===== src/rtl/serial_cascade_compare.sv =====
// serial_cascade_compare
// Nibble-serial magnitude comparator. Scans the operands one 4-bit nibble per
// clock, starting at the LSB nibble. It produces the same one-hot {GT,LT,EQ}
// cascade code that a 4-bit cascade comparator stage accepts.
// Optional build macro: SERIAL_CMP_SIGNED_EN. When it is defined, the operands
// are two's complement. The sign bit of each operand is flipped when the
// operand is latched.
module serial_cascade_compare #(
  parameter int WIDTH = 16
) (
  input  logic             iClk,
  input  logic             iRst_n,
  input  logic             iStart,
  input  logic [WIDTH-1:0] iData_a,
  input  logic [WIDTH-1:0] iData_b,
  input  logic [2:0]       iCascade,
  output logic             oBusy,
  output logic             oDone,
  output logic [2:0]       oData
);

  localparam int N  = WIDTH / 4;
  localparam int CW = (N > 1) ? $clog2(N) : 1;
  localparam logic [CW-1:0] LAST_K = CW'(N - 1);
  localparam logic [CW-1:0] K_ONE  = CW'(1);
  localparam logic [CW-1:0] K_ZERO = CW'(0);

  typedef enum logic [0:0] {
    IDLE = 1'b0,
    RUN  = 1'b1
  } state_t;

  // One 4-bit slice. The higher nibble decides; on equality the incoming code passes.
  function automatic logic [2:0] sliceCompare(
    input logic [3:0] a,
    input logic [3:0] b,
    input logic [2:0] cin
  );
    logic [2:0] res;
    if (a > b) begin
      res = 3'b100;
    end else if (a < b) begin
      res = 3'b010;
    end else begin
      res = cin;
    end
    return res;
  endfunction

  state_t           state_r, state_s;
  logic [WIDTH-1:0] dataA_r, dataA_s;
  logic [WIDTH-1:0] dataB_r, dataB_s;
  logic [2:0]       cascade_r, cascade_s;
  logic [CW-1:0]    k_r, k_s;
  logic             busy_s;
  logic             done_s;
  logic [2:0]       result_s;
  logic [WIDTH-1:0] latchA_s;
  logic [WIDTH-1:0] latchB_s;
  logic [2:0]       slice_s;

`ifdef SERIAL_CMP_SIGNED_EN
  localparam logic [WIDTH-1:0] SIGN_MASK = {1'b1, {(WIDTH-1){1'b0}}};

  // Flipping the sign bit maps two's complement order onto unsigned order.
  always_comb begin
    latchA_s = iData_a ^ SIGN_MASK;
    latchB_s = iData_b ^ SIGN_MASK;
  end
`else
  // The operands are unsigned, so they are latched unchanged.
  always_comb begin
    latchA_s = iData_a;
    latchB_s = iData_b;
  end
`endif

  // Compare the current nibble. The operand registers shift right, so bits [3:0] hold nibble k.
  always_comb begin
    slice_s = sliceCompare(dataA_r[3:0], dataB_r[3:0], cascade_r);
  end

  // Next-state and next-output logic for the two-state controller.
  always_comb begin
    state_s   = state_r;
    dataA_s   = dataA_r;
    dataB_s   = dataB_r;
    cascade_s = cascade_r;
    k_s       = k_r;
    busy_s    = oBusy;
    done_s    = 1'b0;
    result_s  = oData;
    case (state_r)
      IDLE: begin
        if (iStart) begin
          dataA_s   = latchA_s;
          dataB_s   = latchB_s;
          cascade_s = iCascade;
          k_s       = K_ZERO;
          busy_s    = 1'b1;
          state_s   = RUN;
        end else begin
          state_s   = IDLE;
        end
      end
      RUN: begin
        cascade_s = slice_s;
        dataA_s   = dataA_r >> 3'd4;
        dataB_s   = dataB_r >> 3'd4;
        if (k_r == LAST_K) begin
          result_s = slice_s;
          done_s   = 1'b1;
          busy_s   = 1'b0;
          k_s      = K_ZERO;
          state_s  = IDLE;
        end else begin
          k_s      = k_r + K_ONE;
          state_s  = RUN;
        end
      end
      default: begin
        busy_s  = 1'b0;
        state_s = IDLE;
      end
    endcase
  end

  // State register. An asynchronous reset aborts any compare in flight.
  always_ff @(posedge iClk or negedge iRst_n) begin
    if (!iRst_n) begin
      state_r   <= IDLE;
      dataA_r   <= '0;
      dataB_r   <= '0;
      cascade_r <= 3'b001;
      k_r       <= K_ZERO;
      oBusy     <= 1'b0;
      oDone     <= 1'b0;
      oData     <= 3'b001;
    end else begin
      state_r   <= state_s;
      dataA_r   <= dataA_s;
      dataB_r   <= dataB_s;
      cascade_r <= cascade_s;
      k_r       <= k_s;
      oBusy     <= busy_s;
      oDone     <= done_s;
      oData     <= result_s;
    end
  end

endmodule


===== config.mk =====
export PLATFORM = sky130hd
export DESIGN_NAME = serial_cascade_compare
export DESIGN_NICKNAME = d
export VERILOG_FILES = /design/src/rtl/serial_cascade_compare.sv
export SDC_FILE = /design/constraint.sdc
export NUM_CORES = 1
export LEC_CHECK = 0
export ABC_AREA = 0
export BUFFER_PORTS_ARGS = -buffer_cell sky130_fd_sc_hd__buf_4
export CAP_MARGIN = 15
export CORE_AREA = 2 2 66 68
export DETAILED_ROUTE_END_ITERATION = 8
export DIE_AREA = 0 0 68 70
export GPL_ROUTABILITY_DRIVEN = 0
export PLACE_DENSITY = 0.88
export SETUP_SLACK_MARGIN = 0.15
export SKIP_LAST_GASP = 1
export SLEW_MARGIN = 20
export SYNTH_ARGS = -nofsm -noshare
export SYNTH_HDL_FRONTEND = slang
export SYNTH_SLANG_ARGS = --single-unit

===== constraint.sdc =====
create_clock -name iClk -period 1.6 [get_ports iClk]
set_clock_uncertainty 0.1 [all_clocks]
set_input_delay 0.08 -clock iClk [delete_from_list [all_inputs] [get_ports iClk]]
set_output_delay 0.08 -clock iClk [all_outputs]
set_load 0.1 [all_outputs]

After elaboration in Yosys (flattened, before gate mapping)

Index checks and enable logic that the tools add are counted.
Widths: inputs -> output; s select.

Add/sub/neg operators: 1
Magnitude comparators: 2
Eq/ne operators: 3
Muxes and demuxes: 19
Bitwise gates (word level): 1
Reductions and logical operators: 2

Operators with widths:

| kind                | count |
|---|---|
| $pmux 16 s2         | 2 |
| $mux 16             | 2 |
| $mux 3              | 3 |
| $mux 1              | 6 |
| $pmux 3 s2          | 1 |
| $gt 4x4->1          | 1 |
| $lt 4x4->1          | 1 |
| $mux 2              | 2 |
| $pmux 1 s2          | 2 |
| $pmux 2 s2          | 1 |
| $reduce_and 2->1    | 2 |
| $add 2x1->2 const B | 1 |
| $eq 2x2->1 const B  | 1 |
| $ne 2x1->1 const B  | 1 |
| $ne 2x2->1 const B  | 1 |
| $not 1->1           | 1 |

Register bits: 43
Bits of input ports: 38
Word-level logic and storage cells: 36

Logic depth before layout (Yosys ltp)

Gate-level depths: netlist of the first run.

Depth after elaboration: 4
Gate-level depth with buffers: 5

Worst setup path after synthesis of the first run

Ideal clock, no wire load.

Path kind: reg-to-reg
From: register dataA_r[3]
To: register cascade_r[0]
Data arrival time: 1270 ps
Data required time: 1406 ps
Slack: 135 ps
Cell stages (with the launch flop): 5
Path buffers: 0
Period minus slack after synthesis: 1465 ps
Cells stage by stage: dfrtp_1 ha_1 a21oi_2 nor3b_2 o32ai_2

Word-level cells in the longest chain between the ends: 4
Elaborated cells between the ends (all ways): 5
Those cells by class: order compare: 2; mux: 3

Ends and longest elaborated chain:

| element                | line | RTL |
|---|---|---|
| from (decl)            | 51   | `logic [WIDTH-1:0] dataA_r, dataA_s;` |
| from (signal assigned) | 141  | `dataA_r <= dataA_s;` |
| $lt 4x4->1             | 42   | `end else if (a < b) begin` |
| $mux 3                 | 42   |  |
| $mux 3 (*)             | 40   | `if (a > b) begin` |
| $pmux 3 s2 (*)         | 93   | `case (state_r)` |
| to (signal assigned)   | 143  | `cascade_r <= cascade_s;` |
| to (decl)              | 53   | `logic [2:0] cascade_r, cascade_s;` |

Every way passes the cells marked *; elsewhere a longest branch is shown, timed or not.
A chain may end at the register's enable or synchronous reset.

Final worst setup path of the first run

From: register dataB_r[1]
To: register cascade_r[1]

Word-level cells in the longest chain between the ends: 4
Elaborated cells between the ends (all ways): 5
Those cells by class: order compare: 2; mux: 3

Ends and longest elaborated chain:

| element                | line | RTL |
|---|---|---|
| from (decl)            | 52   | `logic [WIDTH-1:0] dataB_r, dataB_s;` |
| from (signal assigned) | 142  | `dataB_r <= dataB_s;` |
| $lt 4x4->1             | 42   |  |
| $mux 3                 | 42   |  |
| $mux 3 (*)             | 40   |  |
| $pmux 3 s2 (*)         | 93   |  |

Marked as above.

==> qor.txt, run 1 <==
critical path fanouts, max = 4
Inserted Clock Buffers = 5
yosys warns = 0
# setup viols final = 0
fin crit period = 1490 ps
RSZ-0062 raised after global routing = true
GRT overflow = 0
Tot GR Track Use = 20.9%
Yosys top cell by area = dfrtp_1
Post-synth ARST share = 100%
Fmax = 0.671 GHz
FF+latch count, synth = 43
Mapped Cells = 189
Post-synth EDFFs = 0
placed cells = 276
slew margin rel. = 64.3%
share of cells above drive strength 1 = 29.7%
vias per inst = 5.06
CTS tree = yes
PwrDens = 1700 nW/µm²
largest net degree at the start of global routing = 44
first drt pass iteration count = 4
Initial Utilization = 50.4%
Area contributors post-synth = dfrtp_1 49%, mux2i_1 16%, o21ai_1 6.0%, nand2_1 5.4%, ha_1 3.0%
htree depth = 2
FF+latch area = 1080 µm²
fin. max-slew vios = 0
Avg WL per Cell = 14.3 µm
drt drc = 0
final hold vios = 0
core footprint = 4140 µm²
Top Ports = 43
first-pass GRT wire length = 7400 µm
multi-input gate area in the final layout = 966 µm²
# port buffers = 42
vias = 1609
Most used DFF post-synth = dfrtp_1
CP Data Required Time = 1730 ps
Commonest cells post-synth = 41 x dfrtp_1, 34 x mux2i_1, 30 x nand2_1
worst slew pin tran = 536 ps
Hold Path Class = in -> reg
period utilization = 93.1%
vias in the first global route = 1607
final wirelength = 4540 µm
initial antenna violation count = 0
critical path type = reg -> reg
critical path launch point type = register
Critical Path AT = 1620 ps
Worst-path clk slew = 80 ps
status = finished clean
number of diodes = 0
post-route ant nets = 0
clock tree root driver cell = clkbuf_8
DIE AREA = 4760 µm²
Mapped Nets = 232
Netlist Area Pre-Place = 2090 µm²
clock latency on the worst-skew pair = 290 ps
fin nets = 308
DP Wirelength = 2800 µm
Row Count = 24
DIE HEIGHT = 70 µm
setup TNS = 0 ps
fillers = 286
DRT iter0 DRCs = 39
count leader, synth = dfrtp_1
post-synth top area share = 49.1%
Area Growth Syn to Fin = 41.2%
Post-Syn Area per Cell = 11.1 µm²
Seq/Total Area, Yosys = 51.6%
die width = 68 µm
Clock Path Buffers = 2
fin cells = 318
Yosys cell types = 31
crit end category = register
leakage = 0.00139 µW
clk sink count = 43
MaxCap Viol Count = 0
Worst IR Drop VDD = 0.000891 V
layout by cell type, fill, tap and decap left out:
cell / netlist / final
a31oi_1: 2 / 2
nor2_1: 10 / 10
nand2b_1: 2 / 2
nor3b_4: 0 / 1
ha_1: 5 / 1
and2b_2: 0 / 1
dfrtp_1: 41 / 40
o211ai_4: 0 / 1
dfrtp_4: 0 / 1
dlygate4sd3_1: 0 / 31
o31ai_2: 1 / 1
a21oi_2: 1 / 1
a31o_1: 2 / 2
clkbuf_8: 0 / 7
o32ai_2: 1 / 1
a22o_1: 1 / 1
buf_12: 2 / 2
ha_2: 0 / 1
mux2_1: 1 / 1
buf_4: 2 / 48
o2bb2ai_2: 0 / 1
clkbuf_1: 2 / 1
nand2_1: 30 / 30
dfstp_2: 2 / 2
inv_2: 2 / 4
inv_1: 5 / 3
o22ai_2: 0 / 3
mux2i_1: 34 / 34
nand3b_1: 1 / 1
o21ai_1: 25 / 25
nand4_4: 0 / 1
o22ai_1: 5 / 2
nand3_1: 1 / 1
ha_4: 0 / 3
metrics by stage:
stage	hold WS (ps)	setup WS, ps	cell area (µm²)	util, %	total power [µW]
final	2.51	110	2950	71.2	5030
after global routing	14.4	85.7	2950	71.2	5340
after CTS	2.73	136	2890	69.8	4830
after detailed placement	0.115	102	2420	58.4	3800
after global placement	-4.00	166	2420	58.4	3690
after floorplan	-316	156	2100	-	3330
cell families (layout without fill, tap and decap cells):
family                     count (synthesis)  in the layout  share of synthesized area (%)
buffers and inverters                     19             96                           6.47
and+or+nand+nor                           47             47                           9.94
adders and majority gates                  5              5                           2.99
muxes                                     35             35                           16.8
DFF                                       43             43                           51.6
AOI/OAI and AO/OA                         40             40                           12.2
final timing paths:
path	start	endpoint	slack [ps]	cells past startpoint
worst max-delay path	dataB_r[1]$_DFFE_PN0P_	cascade_r[1]$_DFFE_PN0P_	110	5
worst min-delay path	iData_b[3]	dataB_r[3]$_DFFE_PN0P_	3	3
worst max register to register	dataB_r[1]$_DFFE_PN0P_	cascade_r[1]$_DFFE_PN0P_	110	5
worst min register to register	oData[0]$_DFFE_PN1P_	oData[0]$_DFFE_PN1P_	390	2
max in group asynchronous	iRst_n	state_r$_DFF_PN0_	780	2
min in group asynchronous	iRst_n	oData[2]$_DFFE_PN0P_	210	2
state kept, by name (all words and copies together) (netlist names):
signal / cells
oData: 3
oDone: 1
state_r: 1
dataA_r: 16
dataB_r: 16
oBusy: 1
k_r: 2
cascade_r: 3
layer usage:
| layer | track usage, % | part of all wire, % | vias to the layer above |
|---|---|---|---|
| li1 | - | - | 809 |
| met3 | 4.51 | 3.6 | 9 |
| met5 | 0 | 0 | - |
| met2 | 33.9 | 52 | 33 |
| met1 | 26.9 | 42 | 758 |
| met4 | 8.00 | 1.6 | 0 |
worst max-delay path, stage by stage (launching register included):
cell and delay [ps]:
dfrtp_1 410, inv_2 80, ha_4 210, and2b_2 240, o211ai_4 210, a31o_1 190
report_power, final:
| part | internal [µW] | switching (µW) |
|---|---|---|
| Combinational | 1070 | 1370 |
| Clock | 394 | 341 |
| Sequential | 1520 | 329 |
final cells by class:
| type | count | area share (%) |
|---|---|---|
| inverter | 7 | 0.891 |
| tap | 52 | 2.21 |
| multi-input combinational | 127 | 32.7 |
| clock buffer | 8 | 3.39 |
| sequential | 43 | 36.7 |
| timing repair buffer | 81 | 24.1 |
what timing repair did:
| action | CTS | global route |
|---|---|---|
| gates resized for setup | 6 | 10 |
| pin swaps | 6 | 7 |
| hold endpoints to repair | 71 | 0 |
| setup endpoints to repair | 6 | 6 |
| setup buffers | 2 | 1 |
| hold buffers | 31 | 0 |
(Power assumes the default switching activity.)
==> run 2: changes to the inputs <==
--- a/config.mk
+++ b/config.mk
@@ -8,14 +8,13 @@
 export ABC_AREA = 0
 export BUFFER_PORTS_ARGS = -buffer_cell sky130_fd_sc_hd__buf_4
 export CAP_MARGIN = 15
-export CORE_AREA = 2 2 66 68
+export CORE_AREA = 2 2 69 71
 export DETAILED_ROUTE_END_ITERATION = 8
-export DIE_AREA = 0 0 68 70
+export DIE_AREA = 0 0 71 73
 export GPL_ROUTABILITY_DRIVEN = 0
-export PLACE_DENSITY = 0.88
+export PLACE_DENSITY = 0.85
 export SETUP_SLACK_MARGIN = 0.15
 export SKIP_LAST_GASP = 1
-export SLEW_MARGIN = 20
 export SYNTH_ARGS = -nofsm -noshare
 export SYNTH_HDL_FRONTEND = slang
 export SYNTH_SLANG_ARGS = --single-unit
==> constraint.sdc (replaced) <==
create_clock -name iClk -period 1.36 [get_ports iClk]
set_clock_uncertainty 0.1 [all_clocks]
set_input_delay 0.068 -clock iClk [delete_from_list [all_inputs] [get_ports iClk]]
set_output_delay 0.068 -clock iClk [all_outputs]
set_load 0.1 [all_outputs]
==> run 2 against run 1 <==
Against the previous run: the flow now finishes with violations (setup timing); design area rose by 1.2%; die area increased by 8.9%; setup slack got worse by 200 ps; wire length decreased by 2.4%; combinational power is 20% higher; critical path depth did not move; global-route usage is 2.4 points lower; register-to-register slack worse by 200 ps; count of clock-buffer cells in the layout is 3 lower; via count grew 0.37%; utilization decreased by 5.4 points; power up 16%; largest power group unchanged.
==> qor.txt, run 2 (synthesized netlist as in run 1, its figures left out) <==
status = finished with violations
failing checks = setup timing
critical path launch point type = register
clock share of power = 13.4%
Critical Path AT = 1590 ps
Row Count = 25
critical path type = reg -> reg
DIE HEIGHT = 73 µm
initial antenna violation count = 0
leakage = 0.00140 µW
crit end category = register
hold path cells = 3
worst slew pin tran = 538 ps
DP Wirelength = 2610 µm
fin nets = 312
switch share = 41.2%
number of diodes = 0
core footprint = 4540 µm²
final hold vios = 0
Area Growth Syn to Fin = 42.9%
DRT iter0 DRCs = 69
sequential power share = 36.3%
vias per inst = 4.98
crit-path cells = inv_2 > ha_4 > and2b_2 > o211ai_4 > a31o_1
Fmax = 0.687 GHz
PwrDens = 1960 nW/µm²
vias = 1615
FF-to-FF End = oData[1]$_DFFE_PN0P_
clock latency on the worst-skew pair = 300 ps
MaxCap Viol Count = 0
largest net degree at the start of global routing = 44
Worst Hold End = oBusy$_DFFE_PN0P_
clk sink count = 43
R2R Setup Slk = -100 ps
Worst Setup SP = dataB_r[1]$_DFFE_PN0P_
# setup viols final = 6
Hold Path Class = in -> reg
Initial Utilization = 46.1%
die width = 71 µm
Int Power = 3440 µW
CTS tree = yes
sw power = 2410 µW
Hold Crit Start = iStart
Worst-path clk slew = 80 ps
# port buffers = 42
fin util = 65.8%
fin crit period = 1460 ps
clock tree root driver cell = clkbuf_8
drt drc = 0
RSZ-0062 raised after global routing = true
Crit-path slowest cell = dfrtp_1
Top Ports = 43
Top delay family on crit path = flip-flops
first-pass GRT wire length = 7370 µm
worst flop-to-flop path startpoint = dataB_r[1]$_DFFE_PN0P_
Avg WL per Cell = 13.7 µm
Worst Path Buf+Inv = 1
vias in the first global route = 1653
GRT overflow = 0
critical path fanouts, max = 4
Worst IR Drop VDD = 0.00111 V
htree depth = 2
slew margin rel. = 64.1%
share of cells above drive strength 1 = 29.6%
Tot Pwr = 5850 µW
DIE AREA = 5180 µm²
Worst path max stage delay = 400 ps
Inserted Clock Buffers = 5
post-route ant nets = 0
Gate power share = 50.3%
setup ws final = -95.2 ps
most common cell after layout, fill and taps aside = buf_4
period utilization = 107%
CP Data Required Time = 1500 ps
biggest regs = dataA_r x16, dataB_r x16
worst reg-to-reg path cell count = 5
Tot GR Track Use = 18.5%
final wirelength = 4440 µm
first drt pass iteration count = 4
commonest non-fill, non-tap cells in the layout = 47 x buf_4, 38 x dfrtp_1, 34 x mux2i_1, 34 x dlygate4sd3_1, 30 x nand2_1
fin. max-slew vios = 0
Clock Path Buffers = 2
## run 2: worst max path at each step
stage / endpoint / slack [ps] / cells past startpoint
after detailed placement: cascade_r[2]$_DFFE_PN0P_ / -100 / 4
after global placement: cascade_r[2]$_DFFE_PN0P_ / -70 / 4
after floorplan: cascade_r[2]$_DFFE_PN0P_ / -30 / 4
after global routing: cascade_r[1]$_DFFE_PN0P_ / -170 / 4
final: oData[1]$_DFFE_PN0P_ / -100 / 5
after CTS: cascade_r[1]$_DFFE_PN0P_ / -80 / 4
## run 2: what timing repair did
item                                    CTS  global route
resized for setup                         7             7
buffers inserted                          3             0
hold buffers                             34             0
pin swaps                                 1             1
endpoints found under the hold margin    74             0
endpoints found under the setup margin    9             9
## run 2: worst reg2reg max path: stages, from the launching register on
cell	delay, ps
dfrtp_1	400
inv_2	80
ha_4	200
and2b_2	230
o211ai_4	200
a31o_1	180
## run 2: power groups by stage
stage	clock network [µW]	logic [µW]	registers [µW]
floorplan	0	1520	2480
global placement	0	2390	2110
detailed placement	0	2450	2130
CTS	803	2760	2110
global route	862	3210	2190
finish	784	2940	2120
## run 2: per-layer routing
layer	part of all wire (%)	vias to the layer above	track usage, %	wire length (µm)
li1	-	818	-	-
met1	42	754	22.6	1850
met2	53	35	31.3	2330
met3	4.4	8	4.28	195
met4	1.4	0	8.60	64
met5	0	-	0	0
## run 2: cell type report
cell class / instances / area [µm²]
flip-flops and latches: 43 / 1080
fillers: 338 / 1550
inverters: 7 / 26.3
repair buffers: 85 / 764
multi-input cells: 127 / 961
clock buffers: 5 / 68.8
clock inverters: 3 / 15.0
well taps: 54 / 67.6
## run 2: metrics by stage
stage / cell area [µm²] / hold slack [ps] / setup TNS, ps / setup slack [ps] / std cells
after detailed placement: 2460 / -12.0 / -460 / -95.0 / 279
after floorplan: 2120 / -328 / -94.7 / -30.7 / 189
after CTS: 2950 / 89.7 / -364 / -84.1 / 324
final: 2990 / 91.6 / -432 / -95.2 / 324
after global placement: 2460 / -16.2 / -298 / -72.4 / 279
after global routing: 2990 / 95.9 / -828 / -168 / 324
